[src/rtl/hilo_mult_seq_if.sv]
// rtl/hilo_mult_seq_if.sv - control, multiplier and HI/LO signal bundle for hilo_mult_seq
//
// Ports (signals carried by the interface):
//   start      : mult request from the main control unit
//   mthi/mtlo  : write wdata into HI / LO
//   wdata      : 32-bit data for mthi/mtlo
//   mult_hi/lo : 32-bit Hi/Lo result from the Booth multiplier
//   mult_start : one-cycle load pulse to the multiplier's local reset
//   busy       : operation in flight (pipeline stall)
//   done       : one-cycle completion pulse
//   hi_out/lo_out : architectural HI / LO registers
// Modports: master = control unit + multiplier side, slave = sequencer.
interface hilo_mult_seq_if;
    logic        start;
    logic        mthi;
    logic        mtlo;
    logic [31:0] wdata;
    logic [31:0] mult_hi;
    logic [31:0] mult_lo;
    logic        mult_start;
    logic        busy;
    logic        done;
    logic [31:0] hi_out;
    logic [31:0] lo_out;

    modport master (
        output start, mthi, mtlo, wdata, mult_hi, mult_lo,
        input  mult_start, busy, done, hi_out, lo_out
    );

    modport slave (
        input  start, mthi, mtlo, wdata, mult_hi, mult_lo,
        output mult_start, busy, done, hi_out, lo_out
    );
endinterface

[src/rtl/hilo_mult_seq.sv]
// rtl/hilo_mult_seq.sv - sequencer and HI/LO register stage around the iterative Booth multiplier
//
// Ports:
//   clk   : rising-edge clock
//   reset : synchronous reset, active low
//   bus   : hilo_mult_seq_if.slave (start/mthi/mtlo/wdata/mult_hi/mult_lo in;
//           mult_start/busy/done/hi_out/lo_out out)
// Flow: IDLE -start-> LAUNCH (mult_start) -> RUN (MULT_CYCLES edges) -> CAPTURE
//       (latch mult_hi/mult_lo, pulse done) -> IDLE.
// Every output is a register or a decode of the state register; no input
// reaches an output combinationally.
module hilo_mult_seq #(
    parameter int MULT_CYCLES = 32,
    parameter int CNT_W       = 6
) (
    input  logic           clk,
    input  logic           reset,
    hilo_mult_seq_if.slave bus
);

    typedef enum logic [1:0] {
        IDLE    = 2'd0,
        LAUNCH  = 2'd1,
        RUN     = 2'd2,
        CAPTURE = 2'd3
    } state_t;

    state_t             state, state_nxt;
    logic [CNT_W-1:0]   cnt, cnt_nxt;
    logic [31:0]        hi_q, hi_nxt;
    logic [31:0]        lo_q, lo_nxt;
    logic               done_q, done_nxt;

    always_ff @(posedge clk) begin
        if (!reset) begin
            state  <= IDLE;
            cnt    <= '0;
            hi_q   <= '0;
            lo_q   <= '0;
            done_q <= 1'b0;
        end else begin
            state  <= state_nxt;
            cnt    <= cnt_nxt;
            hi_q   <= hi_nxt;
            lo_q   <= lo_nxt;
            done_q <= done_nxt;
        end
    end

    always_comb begin
        state_nxt = state;
        cnt_nxt   = cnt;
        hi_nxt    = hi_q;
        lo_nxt    = lo_q;
        done_nxt  = 1'b0;

        unique case (state)
            IDLE: begin
                // start has priority; a register write in the same cycle is dropped
                if (bus.start) begin
                    state_nxt = LAUNCH;
                end else begin
                    if (bus.mthi) hi_nxt = bus.wdata;
                    if (bus.mtlo) lo_nxt = bus.wdata;
                end
            end
            LAUNCH: begin
                // the multiplier loads on this edge; its MULT_CYCLES iterations follow
                cnt_nxt   = CNT_W'(MULT_CYCLES);
                state_nxt = RUN;
            end
            RUN: begin
                // cnt is always >= 1 here, so the decrement cannot wrap
                cnt_nxt = cnt - CNT_W'(1);
                if (cnt == CNT_W'(1)) state_nxt = CAPTURE;
            end
            CAPTURE: begin
                hi_nxt    = bus.mult_hi;
                lo_nxt    = bus.mult_lo;
                done_nxt  = 1'b1;
                state_nxt = IDLE;
            end
            default: state_nxt = IDLE;
        endcase
    end

    assign bus.mult_start = (state == LAUNCH);
    assign bus.busy       = (state != IDLE);
    assign bus.done       = done_q;
    assign bus.hi_out     = hi_q;
    assign bus.lo_out     = lo_q;

endmodule

[src/flat_wrapper.sv]
// flat-port wrapper written by rule: the top's interface ports become plain ports
module hilo_mult_seq_flat 
#(
    parameter int MULT_CYCLES = 32,
    parameter int CNT_W       = 6
)
  (clk, reset, bus_start, bus_mthi, bus_mtlo, bus_wdata, bus_mult_hi, bus_mult_lo, bus_mult_start, bus_busy, bus_done, bus_hi_out, bus_lo_out);
  hilo_mult_seq_if bus_i ();
  input  logic clk;
  input  logic reset;
  input wire logic [$bits(bus_i.start)-1:0] bus_start;
  input wire logic [$bits(bus_i.mthi)-1:0] bus_mthi;
  input wire logic [$bits(bus_i.mtlo)-1:0] bus_mtlo;
  input wire logic [$bits(bus_i.wdata)-1:0] bus_wdata;
  input wire logic [$bits(bus_i.mult_hi)-1:0] bus_mult_hi;
  input wire logic [$bits(bus_i.mult_lo)-1:0] bus_mult_lo;
  output wire logic [$bits(bus_i.mult_start)-1:0] bus_mult_start;
  output wire logic [$bits(bus_i.busy)-1:0] bus_busy;
  output wire logic [$bits(bus_i.done)-1:0] bus_done;
  output wire logic [$bits(bus_i.hi_out)-1:0] bus_hi_out;
  output wire logic [$bits(bus_i.lo_out)-1:0] bus_lo_out;
  assign bus_i.start = bus_start;
  assign bus_i.mthi = bus_mthi;
  assign bus_i.mtlo = bus_mtlo;
  assign bus_i.wdata = bus_wdata;
  assign bus_i.mult_hi = bus_mult_hi;
  assign bus_i.mult_lo = bus_mult_lo;
  assign bus_mult_start = bus_i.mult_start;
  assign bus_busy = bus_i.busy;
  assign bus_done = bus_i.done;
  assign bus_hi_out = bus_i.hi_out;
  assign bus_lo_out = bus_i.lo_out;
  hilo_mult_seq #(.MULT_CYCLES(MULT_CYCLES), .CNT_W(CNT_W)) u_core (.clk(clk), .reset(reset), .bus(bus_i));
endmodule
[config.mk]
export PLATFORM = sky130hd
export DESIGN_NAME = hilo_mult_seq_flat
export DESIGN_NICKNAME = d
export VERILOG_FILES = /design/src/rtl/hilo_mult_seq_if.sv /design/src/rtl/hilo_mult_seq.sv /design/src/flat_wrapper.sv
export SDC_FILE = /design/constraint.sdc
export NUM_CORES = 1
export LEC_CHECK = 0
export CAP_MARGIN = 20
export CORE_AREA = 2 2 93 95
export DETAILED_ROUTE_END_ITERATION = 7
export DIE_AREA = 0 0 95 97
export PLACE_DENSITY = 0.9
export SLEW_MARGIN = 10
export SYNTH_ARGS = -nofsm -noshare
export SYNTH_HDL_FRONTEND = slang
export SYNTH_SLANG_ARGS = --single-unit
[constraint.sdc]
create_clock -name clk -period 2.6 [get_ports clk]
set_clock_uncertainty 0.15 [all_clocks]
set_input_delay 0.39 -clock clk [delete_from_list [all_inputs] [get_ports clk]]
set_output_delay 0.39 -clock clk [all_outputs]
set_load 0.01 [all_outputs]
Word-level counts from Yosys, hierarchy flattened
Cells that the tools add are included.

Word-level logic and storage cells: 33. Output and inout port bits: 67. Register bits: 73. Input bits: 101.

Reduce and logical (&&, ||, !) cells: 7. Equality and inequality tests: 9. Multiplexer cells: 11. Add/sub/neg operators: 1.

Operators by type and width (number): $mux W32 (4); $pmux W32 S2 (2); $pmux W6 S2 (1); $ne A2 B2 Y1 const B (4); $pmux W2 S4 (1); $eq A6 B1 Y1 const B (1); $reduce_and A3 Y1 (2); $reduce_bool A2 Y1 (3); $sub A6 B1 Y6 const B (1); $eq A2 B2 Y1 const B (2); $mux W2 (2); $eq A2 B1 Y1 const B (1); $logic_not A2 Y1 (1); $ne A2 B1 Y1 const B (1); $reduce_and A2 Y1 (1); $mux W1 (1).

Depth between registers and ports, before layout
Word-level depth: 3. Mapped depth: 8.

Worst setup path after synthesis
No wires, ideal clock.

Path kind: reg2reg. From: reg u_core.state[0]. To: reg u_core.hi_q[27] (netlist: u_core.bus.hi_out[27]). Arrival time: 1.416 ns. Path buffers: 2. Path slack: 0.918 ns. Cell stages (with the launch flop): 8. Period minus slack after synthesis: 1.682 ns. Required time: 2.334 ns. Library setup time: 0.116 ns. Cell sequence: dfxtp_1 > inv_1 > ha_1 > nor2b_4 > a21o_1 > buf_4 > buf_6 > o211a_1.

Word-level cells in the longest chain between the ends: 3. Elaborated cells on any way between the ends: 7. Classes of those cells: 3 x eq/ne; 1 x mux; 3 x reduce/logical.

Ends and longest elaborated chain: start, declared (RTL line hilo_mult_seq.sv:28) `state_t state, state_nxt;`; start signal, assigned (RTL line hilo_mult_seq.sv:42) `state <= state_nxt;`; $logic_not A2 Y1 / $eq A2 B2 Y1 (equally long branches) (RTL line hilo_mult_seq.sv:57) `unique case (state)`; $ne A2 B2 Y1 (no line) / $reduce_bool A2 Y1 (equally long branches); $reduce_and A3 Y1 (no line); end signal, assigned (RTL line hilo_mult_seq.sv:44) `hi_q <= hi_nxt;`; end, declared (RTL line hilo_mult_seq.sv:30) `logic [31:0] hi_q, hi_nxt;`.

Several ways; a longest one is shown, not always the timed one. A chain may end at the register's enable or synchronous reset.

Final worst setup path
From: reg u_core.state[0]. To: out bus_busy.

Word-level cells in the longest chain between the ends: 1.

Ends and longest elaborated chain: $reduce_bool A2 Y1 (RTL line hilo_mult_seq.sv:88) `assign bus.busy = (state != IDLE);`; end, declared (RTL line flat_wrapper.sv:18) `output wire logic [$bits(bus_i.busy)-1:0] bus_busy;`.

Every way passes these cells.

==> impl_metrics.tcl <==
set metrics [dict create \
    status "complete, no violations" \
    crit_arrival_ps 1750 \
    wl_met2_um 4540 \
    gp_congestion 0.752 \
    root_buffer "clkbuf_8" \
    placed_area_mm2 0.00519 \
    met1_length_um 3420 \
    ant_nets 0 \
    grt_max_degree 40 \
    ys_ff_latch 73 \
    cts-buffers-inserted 9 \
    whs_ps 348 \
    core-area_mm2 0.00813 \
    worstSetupPathType "flop to primary output" \
    syn_avg_cell_area_um2 10.5 \
    leakage_nw 2.55 \
    ioPinCount 168 \
    clockBufferDepth 2 \
    ys_seq_area_share_pct 41.5 \
    synthToLayoutAreaGrowth_pct 52.6 \
    vias_per_cell 5.10 \
    start_util_pct 43.3 \
    firstDrtPassIters 4 \
    cpMostUsedCell "inv_1" \
    clkTransAtPathRegs_ps 70 \
    syn-cell-area_mm2 0.00352 \
    place_inst 587 \
    crit_end "bus_busy" \
    drc 0 \
    rr_worst_depth 7 \
    synth_top_cell_area_share_pct 41.5 \
    rows 33 \
    cts_tree "built" \
    syn_nets 443 \
    die_x_um 95 \
    p_per_area_mw_per_mm2 800 \
    hold_buffers 0 \
    rr_startpoint "u_core.state[0]" \
    rr_endpoint "u_core.bus.lo_out[20]" \
    slew_violations 0 \
    end_kind "primary output" \
    worstPathCellList "inv_1 -> ha_1 -> inv_1 -> clkdlybuf4s50_1" \
    cp_top_family "buffers and inverters" \
    fin_crit_sh_pct 88.0 \
    drive_gt1_share_pct 5.42 \
    track_usage_pct 19.3 \
    finalSetupViolations 0 \
    synth_top_area_cell "dfxtp_1" \
    top_layer "met4" \
    rsz0062_at_grt "false" \
    cts_setup_buffers 0 \
    worstPathMaxFanout 4 \
    ir_drop_v 0.000357 \
    synth_edf_count 0 \
    drtIter0Drc 56 \
    async_flop_share_pct 0 \
    antenna_found_initial 0 \
    relSlewSlack_pct 71.6 \
    startpoint "u_core.state[0]" \
    fin_cells 603 \
    crit_buf_inv 3 \
    die_area_mm2 0.00922 \
    synthFlopType "dfxtp_1" \
    hpwl_um 6940 \
    wl_per_cell_um 15.0 \
    hold_viol 0 \
    required_ps 2060 \
    synth.distinct_cells 26 \
    portBuffers 167 \
    cts.sinks 73 \
    synthTopCellsByCount "73 x dfxtp_1, 69 x nand2_1, 65 x mux2i_1" \
    clock_latency_ps 330 \
    slowest_stage "clkdlybuf4s50_1" \
    hold_class "flop to flop" \
    tightest_slew_ps 426 \
    nets 600 \
    final_core_util_pct 66.1 \
    dr_total_vias 3073 \
    fmax_ghz 0.437 \
    synth_warnings 0 \
    fp.dieH_um 97 \
    antennaDiodeCount 0 \
    final_area_mm2 0.00538 \
    synth_cells 336 \
    r2r_slack_ps 640 \
    post_cts_resized 0 \
    htree_levels 3 \
    grt_pass1_wl_um 14200 \
    synth.most_common_cell "dfxtp_1" \
    route.met3.wl_um 980 \
    timing.setup.tns_ps 0 \
    grt.overflow.total 0 \
    first_global_vias 3087 \
    crit_cells 4 \
    wl_um 9030 \
    cpPeakStageDelay_ps 520 \
    critPathLaunchType "flop" \
    fin_crit_ps 2290 \
    synthTopCellsByArea "dfxtp_1 41%, mux2i_1 18%, o211a_1 18%, nand2_1 7.3%, buf_6 3.8%" \
    drv_cap 0 \
]
## power by group
group / internal, W / switching [W]
logic: 0.00104 / 0.000822
registers: 0.00140 / 0.000185
clock network: 0.000468 / 0.000387
total: 0.00291 / 0.00139
## per-stage QoR
step           total power (W)  setup slack, ps
6_report               0.00430              312
3_5_place_dp           0.00348              633
2_1_floorplan          0.00272              918
5_1_grt                0.00458              220
3_3_place_gp           0.00341              675
4_1_cts                0.00434              302
## sequential cells by signal, indices dropped and copies added, names as in the netlist
| register | cells |
|---|---|
| u_core.bus.hi_out | 32 |
| u_core.cnt | 6 |
| u_core.state | 2 |
| u_core.bus.lo_out | 32 |
| u_core.bus.done | 1 |
## kinds of logic (layout without fill, tap and decap cells)
group	after synthesis	count (layout)	share of synthesized area, %
xor gates and xnor gates	5	5	1.24
adders and majority gates	6	6	2.13
DFF	73	73	41.5
buffers and inverters	34	196	7.14
and+or+nand+nor	83	83	10.1
AOI/OAI and AO/OA	70	70	19.5
muxes	65	65	18.5
## final cells by class
type	count	area, um^2
Fill cell	646	2760
Multi-Input combinational cell	229	1830
Timing Repair Buffer	175	1750
Sequential cell	73	1460
Clock buffer	13	149
Tap cell	105	131
Clock inverter	3	40.0
Inverter	5	18.8
## worst min-delay path by stage
stage / startpoint / slack (ps) / endpoint / cells past startpoint
after floorplan: u_core.state[1] / 320 / u_core.state[1] / 2
after global placement: u_core.bus.hi_out[14] / 330 / u_core.bus.hi_out[14] / 1
after detailed placement: u_core.bus.hi_out[23] / 330 / u_core.bus.hi_out[23] / 1
after CTS: reset / 350 / u_core.bus.hi_out[4] / 2
after global routing: reset / 360 / u_core.bus.hi_out[27] / 2
final: u_core.bus.hi_out[14] / 350 / u_core.bus.hi_out[14] / 1
## per-layer routing
layer	track usage, %	up-vias
li1	-	1512
met2	34.8	121
met5	0	-
met3	8.18	8
met4	5.46	0
met1	20.2	1432
## cell usage in the layout (no fill, tap or decap), types with 2 or more instances in the layout
cell type,Yosys,final
a21o_2,0,2
buf_12,0,2
buf_4,3,6
clkbuf_1,6,3
clkbuf_8,0,10
clkdlybuf4s50_1,0,166
clkinv_2,0,2
dfxtp_1,73,73
ha_1,6,5
inv_1,5,5
mux2i_1,65,65
nand2_1,69,69
nor2_1,7,7
o211a_1,64,64
xnor2_1,3,3
xor2_1,2,2
No activity file was read; power rests on OpenSTA's default activity.
